`config.mk`:
```
export PLATFORM = sky130hd
export DESIGN_NAME = time_set_ctrl_flat
export DESIGN_NICKNAME = d
export VERILOG_FILES = /design/src/rtl/clock_pkg.sv /design/src/rtl/time_set_ctrl_if.sv /design/src/rtl/button_debounce.sv /design/src/rtl/time_set_ctrl.sv /design/src/flat_wrapper.sv
export SDC_FILE = /design/constraint.sdc
export NUM_CORES = 1
export LEC_CHECK = 0
export CAP_MARGIN = 5
export CORE_MARGIN = 2
export CORE_UTILIZATION = 60
export CTS_BUF_LIST = sky130_fd_sc_hd__clkbuf_16
export DETAILED_ROUTE_END_ITERATION = 8
export GPL_TIMING_DRIVEN = 0
export PLACE_DENSITY = 0.86
export SYNTH_ARGS = -nofsm -noshare
export SYNTH_HDL_FRONTEND = slang
export SYNTH_SLANG_ARGS = --single-unit
export TNS_END_PERCENT = 1
```
`constraint.sdc`:
```
create_clock -name built_in_clk -period 3.4 [get_ports built_in_clk]
set_input_delay 0.85 -clock built_in_clk [delete_from_list [all_inputs] [get_ports built_in_clk]]
set_output_delay 0.85 -clock built_in_clk [all_outputs]
set_load 0.05 [all_outputs]
```
`src/rtl/clock_pkg.sv`:
```
// Shared encodings for the clock front-end and the calendar counter chain.
// Field select codes, increment bit positions and counter width helper.
package clock_pkg;

    localparam int CLK_FREQ_HZ_DEFAULT = 50_000_000;

    typedef logic [2:0] field_t;

    localparam field_t FLD_RUN   = 3'd0;
    localparam field_t FLD_YEAR  = 3'd1;
    localparam field_t FLD_MONTH = 3'd2;
    localparam field_t FLD_DAY   = 3'd3;
    localparam field_t FLD_HOUR  = 3'd4;
    localparam field_t FLD_MIN   = 3'd5;
    localparam field_t FLD_SEC   = 3'd6;

    localparam int INC_SEC   = 0;
    localparam int INC_MIN   = 1;
    localparam int INC_HOUR  = 2;
    localparam int INC_DAY   = 3;
    localparam int INC_MONTH = 4;
    localparam int INC_YEAR  = 5;

    // width of a counter that must hold n distinct values
    function automatic int cnt_w(input int n);
        return (n < 2) ? 1 : $clog2(n);
    endfunction

endpackage

```
`src/rtl/time_set_ctrl_if.sv`:
```
// Button inputs and set-mode outputs between time_set_ctrl and its consumer.
// master = time_set_ctrl side, slave = clock_top_module / board side.
interface time_set_ctrl_if;
    import clock_pkg::*;

    logic       btn_mode_raw;
    logic       btn_inc_raw;
    logic       tick_1hz;
    logic       set_mode;
    field_t     field_sel;
    logic [5:0] inc_pulse;
    logic       blink_on;

    modport master (
        input  btn_mode_raw,
        input  btn_inc_raw,
        output tick_1hz,
        output set_mode,
        output field_sel,
        output inc_pulse,
        output blink_on
    );

    modport slave (
        output btn_mode_raw,
        output btn_inc_raw,
        input  tick_1hz,
        input  set_mode,
        input  field_sel,
        input  inc_pulse,
        input  blink_on
    );

endinterface

```
`src/rtl/button_debounce.sv`:
```
// Two-flop synchronizer, counting debouncer and registered press pulse.
// The debounced level is exported only when AUTO_REPEAT_EN is defined.
module button_debounce
    import clock_pkg::*;
#(
    parameter int DB_CYC = 2
) (
    input  logic clk,
    input  logic rst,
    input  logic raw,
`ifdef AUTO_REPEAT_EN
    output logic level,
`endif
    output logic press
);

    localparam int W = cnt_w(DB_CYC);
    localparam logic [W-1:0] TC = W'(DB_CYC - 1);

    logic         s1;
    logic         s2;
    logic         lvl;
    logic         lvl_q;
    logic [W-1:0] cnt;

    always_ff @(posedge clk) begin
        if (rst) begin
            s1    <= 1'b0;
            s2    <= 1'b0;
            lvl   <= 1'b0;
            lvl_q <= 1'b0;
            press <= 1'b0;
            cnt   <= '0;
        end else begin
            s1    <= raw;
            s2    <= s1;
            lvl_q <= lvl;
            press <= lvl & ~lvl_q;
            // any cycle agreeing with the level restarts the count
            if (s2 != lvl) begin
                if (cnt == TC) begin
                    lvl <= s2;
                    cnt <= '0;
                end else begin
                    cnt <= cnt + 1'b1;
                end
            end else begin
                cnt <= '0;
            end
        end
    end

`ifdef AUTO_REPEAT_EN
    assign level = lvl;
`endif

endmodule

```
`src/rtl/time_set_ctrl.sv`:
```
// Time-set front end: 1 Hz prescaler, button debounce, field-select FSM, blink.
// Optional INC auto-repeat is built when AUTO_REPEAT_EN is defined.
module time_set_ctrl
    import clock_pkg::*;
#(
    parameter int CLK_FREQ_HZ     = CLK_FREQ_HZ_DEFAULT,
    parameter int DEBOUNCE_MS     = 20,
    parameter int BLINK_HZ        = 2
`ifdef AUTO_REPEAT_EN
    ,
    parameter int REPEAT_DELAY_MS = 500,
    parameter int REPEAT_HZ       = 8
`endif
) (
    input  logic            built_in_clk,
    input  logic            glob_rst,
    time_set_ctrl_if.master bus
);

    localparam int DB_CYC = CLK_FREQ_HZ / 1000 * DEBOUNCE_MS;
    localparam int HALF   = CLK_FREQ_HZ / (2 * BLINK_HZ);
    localparam int PS_W   = cnt_w(CLK_FREQ_HZ);
    localparam int BL_W   = cnt_w(HALF);
    localparam logic [PS_W-1:0] PS_TC = PS_W'(CLK_FREQ_HZ - 1);
    localparam logic [BL_W-1:0] BL_TC = BL_W'(HALF - 1);

    logic            mode_press;
    logic            inc_press;
    logic            rep_fire;
    logic            fire;
    logic            set_mode;
    logic [5:0]      inc_mask;
    logic [5:0]      inc_q;
    logic            blink_q;
    logic [BL_W-1:0] bl_cnt;
    logic [PS_W-1:0] ps_cnt;
    field_t          state;
    field_t          state_nx;

`ifdef AUTO_REPEAT_EN
    logic mode_level;
    logic inc_level;
`endif

    button_debounce #(.DB_CYC(DB_CYC)) u_db_mode (
        .clk   (built_in_clk),
        .rst   (glob_rst),
        .raw   (bus.btn_mode_raw),
`ifdef AUTO_REPEAT_EN
        .level (mode_level),
`endif
        .press (mode_press)
    );

    button_debounce #(.DB_CYC(DB_CYC)) u_db_inc (
        .clk   (built_in_clk),
        .rst   (glob_rst),
        .raw   (bus.btn_inc_raw),
`ifdef AUTO_REPEAT_EN
        .level (inc_level),
`endif
        .press (inc_press)
    );

    always_ff @(posedge built_in_clk) begin
        if (glob_rst) state <= FLD_RUN;
        else          state <= state_nx;
    end

    always_comb begin
        state_nx = state;
        if (mode_press) begin
            unique case (state)
                FLD_RUN:   state_nx = FLD_YEAR;
                FLD_YEAR:  state_nx = FLD_MONTH;
                FLD_MONTH: state_nx = FLD_DAY;
                FLD_DAY:   state_nx = FLD_HOUR;
                FLD_HOUR:  state_nx = FLD_MIN;
                FLD_MIN:   state_nx = FLD_SEC;
                default:   state_nx = FLD_RUN;
            endcase
        end
    end

    always_comb begin
        set_mode = (state != FLD_RUN);
        inc_mask = '0;
        unique case (1'b1)
            (state == FLD_YEAR):  inc_mask[INC_YEAR]  = 1'b1;
            (state == FLD_MONTH): inc_mask[INC_MONTH] = 1'b1;
            (state == FLD_DAY):   inc_mask[INC_DAY]   = 1'b1;
            (state == FLD_HOUR):  inc_mask[INC_HOUR]  = 1'b1;
            (state == FLD_MIN):   inc_mask[INC_MIN]   = 1'b1;
            (state == FLD_SEC):   inc_mask[INC_SEC]   = 1'b1;
            default:              inc_mask = '0;
        endcase
    end

    // MODE wins over a coincident INC; RUN ignores INC
    assign fire = (inc_press | rep_fire) & ~mode_press & set_mode;

    always_ff @(posedge built_in_clk) begin
        if (glob_rst) inc_q <= '0;
        else          inc_q <= fire ? inc_mask : '0;
    end

    always_ff @(posedge built_in_clk) begin
        if (glob_rst || set_mode)  ps_cnt <= '0;
        else if (ps_cnt == PS_TC)  ps_cnt <= '0;
        else                       ps_cnt <= ps_cnt + 1'b1;
    end

    always_ff @(posedge built_in_clk) begin
        if (glob_rst || mode_press || fire || !set_mode) begin
            bl_cnt  <= '0;
            blink_q <= 1'b1;
        end else if (bl_cnt == BL_TC) begin
            bl_cnt  <= '0;
            blink_q <= ~blink_q;
        end else begin
            bl_cnt  <= bl_cnt + 1'b1;
        end
    end

`ifdef AUTO_REPEAT_EN
    localparam int REP_DLY = CLK_FREQ_HZ / 1000 * REPEAT_DELAY_MS;
    localparam int REP_PER = CLK_FREQ_HZ / REPEAT_HZ;
    localparam int RP_W    = cnt_w((REP_DLY > REP_PER) ? REP_DLY : REP_PER);
    localparam logic [RP_W-1:0] DLY_TC = RP_W'(REP_DLY - 1);
    localparam logic [RP_W-1:0] PER_TC = RP_W'(REP_PER - 1);

    logic            rep_on;
    logic            rep_phase;
    logic [RP_W-1:0] rep_cnt;
    logic [RP_W-1:0] rep_lim;

    assign rep_lim  = rep_phase ? PER_TC : DLY_TC;
    assign rep_fire = rep_on & (rep_cnt == rep_lim);

    // first repeat after the hold delay, then at the repeat period
    always_ff @(posedge built_in_clk) begin
        if (glob_rst || !set_mode || mode_press || mode_level || !inc_level) begin
            rep_on    <= 1'b0;
            rep_phase <= 1'b0;
            rep_cnt   <= '0;
        end else if (inc_press) begin
            rep_on    <= 1'b1;
            rep_phase <= 1'b0;
            rep_cnt   <= '0;
        end else if (rep_on) begin
            if (rep_cnt == rep_lim) begin
                rep_cnt   <= '0;
                rep_phase <= 1'b1;
            end else begin
                rep_cnt <= rep_cnt + 1'b1;
            end
        end
    end
`else
    assign rep_fire = 1'b0;
`endif

    assign bus.tick_1hz  = (ps_cnt == PS_TC) & ~set_mode;
    assign bus.set_mode  = set_mode;
    assign bus.field_sel = state;
    assign bus.inc_pulse = inc_q;
    assign bus.blink_on  = blink_q;

endmodule

```
`src/flat_wrapper.sv`:
```
// flat-port wrapper written by rule: the top's interface ports become plain ports
module time_set_ctrl_flat import clock_pkg::*;
#(
    parameter int CLK_FREQ_HZ     = CLK_FREQ_HZ_DEFAULT,
    parameter int DEBOUNCE_MS     = 20,
    parameter int BLINK_HZ        = 2

)
  (built_in_clk, glob_rst, bus_btn_mode_raw, bus_btn_inc_raw, bus_tick_1hz, bus_set_mode, bus_field_sel, bus_inc_pulse, bus_blink_on);
  time_set_ctrl_if bus_i ();
  input  logic built_in_clk;
  input  logic glob_rst;
  input wire logic [$bits(bus_i.btn_mode_raw)-1:0] bus_btn_mode_raw;
  input wire logic [$bits(bus_i.btn_inc_raw)-1:0] bus_btn_inc_raw;
  output wire logic [$bits(bus_i.tick_1hz)-1:0] bus_tick_1hz;
  output wire logic [$bits(bus_i.set_mode)-1:0] bus_set_mode;
  output wire logic [$bits(bus_i.field_sel)-1:0] bus_field_sel;
  output wire logic [$bits(bus_i.inc_pulse)-1:0] bus_inc_pulse;
  output wire logic [$bits(bus_i.blink_on)-1:0] bus_blink_on;
  assign bus_i.btn_mode_raw = bus_btn_mode_raw;
  assign bus_i.btn_inc_raw = bus_btn_inc_raw;
  assign bus_tick_1hz = bus_i.tick_1hz;
  assign bus_set_mode = bus_i.set_mode;
  assign bus_field_sel = bus_i.field_sel;
  assign bus_inc_pulse = bus_i.inc_pulse;
  assign bus_blink_on = bus_i.blink_on;
  time_set_ctrl #(.CLK_FREQ_HZ(CLK_FREQ_HZ), .DEBOUNCE_MS(DEBOUNCE_MS), .BLINK_HZ(BLINK_HZ)) u_core (.built_in_clk(built_in_clk), .glob_rst(glob_rst), .bus(bus_i));
endmodule
```
* After elaboration in Yosys (flattened, before gate mapping)
Index checks and enable logic that the tools add are counted.
** Operators by class
- Bitwise logic cells :: 13
- Reduce and logical (&&, ||, !) cells :: 14
- $add $sub $neg :: 4
- Equal/unequal tests :: 12
- Mux-type cells :: 7
** Operators by type and width (count)
- adder 20 x 1 -> 20 bit, second input constant :: 2
- == test 20 bit, second input constant :: 2
- adder 26 x 1 -> 26 bit, second input constant :: 1
- == test 26 bit, second input constant :: 1
- adder 24 x 1 -> 24 bit, second input constant :: 1
- == test 24 bit, second input constant :: 1
- case mux 3 bit (6 select lines) :: 1
- == test 3 bit, second input constant :: 3
- inverter 1 bit :: 8
- == test 3 x 2 -> 1 bit, second input constant :: 2
- two-way mux 1 bit :: 6
- OR reduction 2 bit :: 3
- OR reduction 3 bit :: 2
- AND 1 bit :: 5
- logical OR 1 bit :: 4
- AND reduction 2 bit :: 2
- == test 3 x 1 -> 1 bit, second input constant :: 1
- zero test 3 bit :: 1
- nonzero test 3 bit :: 1
- != test 1 bit :: 2
- zero test 1 bit :: 1
** Storage, ports and cells
- Word-level logic and storage cells :: 67
- Output and inout bits :: 12
- Bits in registers :: 110
- Input bits :: 4

* Logic depth before layout (Yosys ltp)
Gate-level depths: netlist (run 1).
- Word-level depth :: 6
- Mapped depth :: 7
- Mapped depth without buffers :: 5

* Cells and area by module
A second synthesis (run 1) with hierarchy kept.
** Second synthesis, totals
- Cells, all modules :: 553
- Area total of the unflattened synthesis :: 4887.2 um^2
** Modules (own cells, without submodules)
- time_set_ctrl :: times used 1, area an instance 2737.6 um^2, sequential area each 1201.2 um^2, cells an instance 315
- button_debounce :: times used 2, area an instance 1074.8 um^2, sequential area each 500.5 um^2, cells an instance 119

* Least setup slack after synthesis (run 1)
OpenSTA, ideal clock, no wires.
- Path type :: flip-flop to output port
- Start :: reg u_core.state[0] (netlist: u_core.bus.field_sel[0])
- End :: out bus_tick_1hz
- Data required time :: 2.550 ns
- Path buffers :: 2
- Path slack :: -0.032 ns
- Data arrival time :: 2.582 ns
- Cell stages (with the launch flop) :: 5
- Cells stage by stage :: dfxtp_1 clkbuf_1 or3_1 clkbuf_1 nor3_1
** Between the ends
- Cells in the longest elaborated chain, start to end :: 3
** RTL lines
- start, declared :: RTL line time_set_ctrl.sv:37 : field_t state;
- start signal, assigned :: RTL line time_set_ctrl.sv:67 : else state <= state_nx;
- nonzero test 3 bit :: RTL line time_set_ctrl.sv:86 : set_mode = (state != FLD_RUN);
- via bus_set_mode :: RTL line flat_wrapper.sv:16 : output wire logic [$bits(bus_i.set_mode)-1:0] bus_set_mode;
- inverter 1 bit :: RTL line time_set_ctrl.sv:163 : assign bus.tick_1hz = (ps_cnt == PS_TC) & ~set_mode;
- AND 1 bit :: RTL line time_set_ctrl.sv:163
- end, declared :: RTL line flat_wrapper.sv:15 : output wire logic [$bits(bus_i.tick_1hz)-1:0] bus_tick_1hz;
The timed path passes the listed nets, and every way through them passes these cells.

* Final worst setup path (run 1)
- Start :: reg u_core.ps_cnt[0]
- End :: out bus_tick_1hz
** Between the ends
- Cells in the longest elaborated chain, start to end :: 2
** RTL lines
- start, declared :: RTL line time_set_ctrl.sv:36 : logic [PS_W-1:0] ps_cnt;
- start signal, assigned :: RTL line time_set_ctrl.sv:110 : else ps_cnt <= ps_cnt + 1'b1;
- == test 26 bit :: RTL line time_set_ctrl.sv:163
- AND 1 bit :: RTL line time_set_ctrl.sv:163
Every way passes these cells.

==> impl_metrics.toml, run 1 <==
[cts]
cts_tree = "built"
clkLatencyLatePin_ns = 0.34
cts_hold_buf = 0
clkSlewWorstSetupHoldPaths_ns = 0.07
cts-resized-gates = 1
clock_tree.buffer_depth = 2
cts.sinks = 110
cts.htree.levels = 3
cts_buffers = 9
clockRootBuffer = "clkbuf_16"
cts_setup_buffers = 0

[sta]
max_freq_mhz = 312
worstMarginPinSlew_ns = 0.683
finClkSkew_ns = 0.00582
rsz0062_at_grt = "no"
totalNegativeSetupSlack_ns = 0
fin_crit_sh = 0.942
setup_viol = 0
maxSlewViolCount = 0
min_period_ns = 3.20
maxSlewHeadroom = 0.542
hold_viol_final = 0

[cells_and_area]
drive_gt1_frac = 0.0417
fill_cells = 617
area_growth_pct = 12.7
n_antenna_cell = 0
regArea_um2 = 2200
final_core_util = 0.701
nets = 579
stdcell_area_um2 = 5410
multi_input_area_um2 = 2460

[worst_setup_path]
arrival_ns = 2.35
critPathKind = "reg -> out"
startpoint_type = "flip-flop"
cp-end-kind = "primary output"
cp.required_ns = 2.55
path_max_fanout = 9
critPathSlowestCell = "dlygate4sd2_1"
critPathMaxStageDelay_ns = 0.55
worstPathCellList = "ha_1, and3_1, clkbuf_1, nand4_1, nor3_2, dlygate4sd2_1"

[logic_synthesis]
synth_cells = 546
dominantRegCellSynth = "dfxtp_1"
synth_most_common_cell = "dfxtp_1"
ys_types = 38
yosys_warnings = 0
synth_area_um2 = 4800
synth.avg_cell_area_um2 = 8.80
synth_top_area_share = 0.458
synthTopCellsByCount = "110 x dfxtp_1, 54 x nor2_1, 33 x nand3_1"
async_flop_share = 0
synth-edff-count = 0
synth_top_cell_by_area = "dfxtp_1"
syn_nets = 554
yosys_register_bits = 110
ys_seq_area_frac = 0.458
synthTopCellsByArea = "dfxtp_1 46%, xor2_1 5.5%, nor2_1 4.2%"

[detailed_routing]
firstDrtPassIters = 5
ant_nets = 0
wirelength_um = 9800
post_drt_wl_per_cell_um = 14.5
drt_iter0_markers = 217
via_per_inst = 6.09
drcViolationCount = 0
vias = 4128

[grt]
grt.total_usage = 0.231
grt_first_pass_wirelength_um = 16600
grt_max_degree = 18
antenna_found_initial = 0
globalRouteOverflowTotal = 0
grt_pass1_vias = 3745

[pwr]
power_density_nw_per_um2 = 462
pwr-share-seq = 0.520
pwr-share-clk = 0.470
p_sw_uw = 479
intPower_uw = 2020
p_leak_uw = 0.00161
switching_share = 0.192
vdd_drop_max_mv = 0.285
pwr-share-comb = 0.011

[floorplan]
core_area_um2 = 7730
die_w_um = 93.5
std_cell_rows = 32
start_util = 0.622
die_h_um = 93.5
pin_count = 16
die_area_um2 = 8740

[placed_design]
gp_congestion = 0.888
dpl-instance-area_um2 = 5080
dp_hpwl_um = 6630
port_buffers = 14

[job]
maxCapViolCount = 0

[hold_path]
hold_path.class = "reg -> reg"

[status]
status = "complete, no violations"
-- state kept, by name, summed over array words and instances, names as in the netlist, 3 cells and up --
name / count
u_core.u_db_inc.cnt: 20
u_core.ps_cnt: 26
u_core.u_db_mode.cnt: 20
u_core.bl_cnt: 24
u_core.bus.inc_pulse: 6
u_core.bus.field_sel: 3
-- kinds of logic (layout without fill, tap and decap cells) --
family / after synthesis / count (layout) / synth area share
AND/OR/NAND/NOR: 264 / 264 / 0.306
flip-flops: 110 / 110 / 0.458
AO/OA/AOI/OAI: 80 / 80 / 0.101
XOR/XNOR: 51 / 51 / 0.0930
buffers and inverters: 37 / 67 / 0.0307
adder cells (fa/ha/maj): 4 / 4 / 0.0104
-- power groups by stage --
stage                     clock network, uW  registers (uW)  logic [uW]
after floorplan                           0            1330        18.3
after global placement                    0            1330        25.8
after detailed placement                  0            1330        26.3
after CTS                              1190            1300        26.6
after global routing                   1250            1300        29.8
final                                  1170            1300        26.4
-- metal layers --
metal,part of all wire,GRT usage,vias to the layer above
met5,0,0,-
met4,0.010,0.0539,0
met3,0.049,0.0532,10
met2,0.50,0.399,117
met1,0.44,0.293,1968
li1,-,-,2033
-- final timing paths --
path                          from               endpoint  slack [ns]  cells past startpoint
min reg2reg  u_core.u_db_inc.lvl_q  u_core.u_db_inc.press        0.39                      1
max reg2reg       u_core.ps_cnt[0]      u_core.ps_cnt[22]        0.93                      7
max               u_core.ps_cnt[0]           bus_tick_1hz        0.20                      6
min          u_core.u_db_inc.lvl_q  u_core.u_db_inc.press        0.39                      1
-- worst max-delay path, delay by kind of cell (launching register included) --
| kind | cells | cell delay, ns |
|---|---|---|
| buf+inv | 2 | 0.90 |
| simple gates | 3 | 0.52 |
| flops | 1 | 0.40 |
| fa+ha+maj | 1 | 0.20 |
-- placed cells by master, fill, tap and decap left out, types with 13 or more instances in the layout --
master / instances
a21oi_1: 27
clkbuf_1: 22
clkdlybuf4s50_1: 13
dfxtp_1: 110
inv_1: 15
nand2_1: 29
nand3_1: 33
nand4_1: 28
nor2_1: 54
nor3_1: 23
o21ai_0: 19
o31ai_1: 18
or3_1: 16
or4_1: 22
xnor2_1: 21
xor2_1: 30
-- metrics by stage --
stage	cells	worst slack, ns	total power [uW]	hold slack (ns)
2_1_floorplan	546	0.380	1350	0.367
3_3_place_gp	662	0.295	1350	0.371
3_5_place_dp	662	0.287	1350	0.375
4_1_cts	678	0.198	2520	0.387
5_1_grt	678	0.0641	2570	0.398
6_report	678	0.197	2500	0.386
-- final cells by class --
cell class,instances,share of cell area
repair buffers,14,0.0257
plain buffers,24,0.0183
clock inverters,7,0.0210
well taps,102,0.0236
multi-input cells,399,0.454
flip-flops and latches,110,0.407
clock buffers,9,0.0416
inverters,13,0.00901
Power figures use the tool's default switching activity.
==> run 2, diff against run 1 <==
Settings changed: HOLD_SLACK_MARGIN from default to 0.03.
==> results of run 2 <==
No change in the layout: final DEF, timing and power equal those of run 1.
==> run 3, diff against run 2 <==
Settings changed: CORE_UTILIZATION 60 to 35, PLACE_DENSITY 0.86 to 0.58.
==> run 3 against run 2 <==
  * Combinational power is essentially flat
  * Register-to-register slack lost 0.02 ns
  * Power shrank 5.8%
  * Non-clock buffer count is the same
  * Largest cell class unchanged
  * Highest routed layer unchanged
  * Clock skew grew 0.0010 ns
  * Global-route usage shrank 8.9 points
  * Clock power shrank 12%
  * Fmax shrank 0.87%
==> impl_metrics.toml, run 3 (same netlist as run 1, synthesis figures left out) <==
[status]
status = "complete, no violations"

[floorplan]
core_area_um2 = 13300
die_h_um = 121
die_area_um2 = 14700
start_util = 0.360
pin_count = 16
die_w_um = 121
std_cell_rows = 42

[cts]
cts_tree = "built"
cts_hold_buf = 0
clkSlewWorstSetupHoldPaths_ns = 0.07
cts.htree.levels = 3
clkLatencyLatePin_ns = 0.34
clock_tree.buffer_depth = 2
clockRootBuffer = "clkbuf_16"
cts_buffers = 9
cts.sinks = 110

[placed_design]
port_buffers = 14
place_ws_ns = 0.279
dp_hpwl_um = 6860
dp_cells = 736
gp_congestion = 0.770

[worst_setup_path]
path_max_fanout = 9
cp-end-kind = "primary output"
path_buf_inv = 2
startpoint_type = "flip-flop"
cpLargestDelayFamily = "buffers and inverters"
critPathSlowestCell = "dlygate4sd2_1"
arrival_ns = 2.38
cp.required_ns = 2.55
worstPathCellList = "ha_1, and3_1, clkbuf_1, nand4_1, nor3_2, dlygate4sd2_1"
critPathKind = "reg -> out"
critPathMaxStageDelay_ns = 0.55

[cells_and_area]
final_cell_mix = "110 x dfxtp_1, 54 x nor2_1, 33 x nand3_1, 30 x xor2_1, 29 x nand2_1"
n_antenna_cell = 0
final_common_cell = "dfxtp_1"
layout.cells.non_filler = 752
drive_gt1_frac = 0.0417
max_flop_register = "u_core.ps_cnt"
top_regs = "u_core.ps_cnt (26), u_core.bl_cnt (24)"
nets = 579
area_growth_pct = 13.6
largest_reg_flops = 26

[detailed_routing]
vias = 3975
firstDrtPassIters = 4
post_drt_wl_per_cell_um = 13.1
wirelength_um = 9860
drcViolationCount = 0
via_per_inst = 5.29
ant_nets = 0
drt_iter0_markers = 303

[sta]
hold_ws_ns = 0.384
max_freq_mhz = 309
totalNegativeSetupSlack_ns = 0
maxSlewHeadroom = 0.535
finClkSkew_ns = 0.00685
worstMarginPinSlew_ns = 0.693
maxSlewViolCount = 0
rsz0062_at_grt = "no"
min_period_ns = 3.23
fin_ws_ns = 0.169
fin_crit_sh = 0.950
hold_viol_final = 0
setup_viol = 0

[pwr]
power_density_nw_per_um2 = 431
vdd_drop_max_mv = 0.240
p_leak_uw = 0.00158

[grt]
grt_max_degree = 18
antenna_found_initial = 0
grt.total_usage = 0.142
grt_pass1_vias = 3693
globalRouteOverflowTotal = 0
grt_first_pass_wirelength_um = 17000

[hold_path]
hold_path.class = "reg -> reg"

[job]
maxCapViolCount = 0
run 3: cell count changes in the layout (fill, tap and decap cells not counted), sizes merged:
cell | previous run | this run
inv | 16 | 14
clkinvlp | 1 | 2
clkinv | 0 | 3
bufinv | 3 | 1
run 3: area by class of cell:
type                    count  area [um2]
clock inverters             7        66.3
inverters                  13        48.8
clock buffers               9         225
well taps                 176         220
flip-flops and latches    110        2200
fillers                  1344        7890
plain buffers              24        98.8
repair buffers             14         139
multi-input cells         399        2460
run 3: path summary, 6_finish.rpt:
check	cells after the start	start	slack [ns]	end
worst min-delay path	1	u_core.u_db_inc.lvl_q	0.38	u_core.u_db_inc.press
worst max-delay path	6	u_core.ps_cnt[0]	0.17	bus_tick_1hz
worst min register to register	1	u_core.u_db_inc.lvl_q	0.38	u_core.u_db_inc.press
worst max register to register	7	u_core.ps_cnt[0]	0.91	u_core.ps_cnt[3]
run 3: routing by layer:
layer  vias up  wire length [um]  global-route usage
met3         9               227              0.0315
met2        47              4660               0.236
li1       2047                 -                   -
met1      1872              4850               0.179
met4         0               115              0.0560
met5         -                 0                   0
run 3: timing repair:
item | in CTS | in global routing
resized for setup | 1 | 0
buffers inserted | 0 | 0
setup endpoints to repair | 1 | 0
run 3: where the power goes:
part | leakage (uW) | switching [uW] | internal (uW) | total (uW)
Combinational | 0.000552 | 17.2 | 9.05 | 26.3
Clock | 0.000140 | 464 | 566 | 1030
Sequential | 0.000887 | 5.25 | 1290 | 1300
Total | 0.00158 | 486 | 1870 | 2360
run 3: per-stage QoR:
| step | instance area [um2] | power [uW] | utilization |
|---|---|---|---|
| floorplan | 4810 | 1350 | - |
| global placement | 5170 | 1350 | 0.387 |
| detailed placement | 5170 | 1360 | 0.387 |
| CTS | 5460 | 2390 | 0.409 |
| global route | 5460 | 2440 | 0.409 |
| finish | 5460 | 2360 | 0.409 |
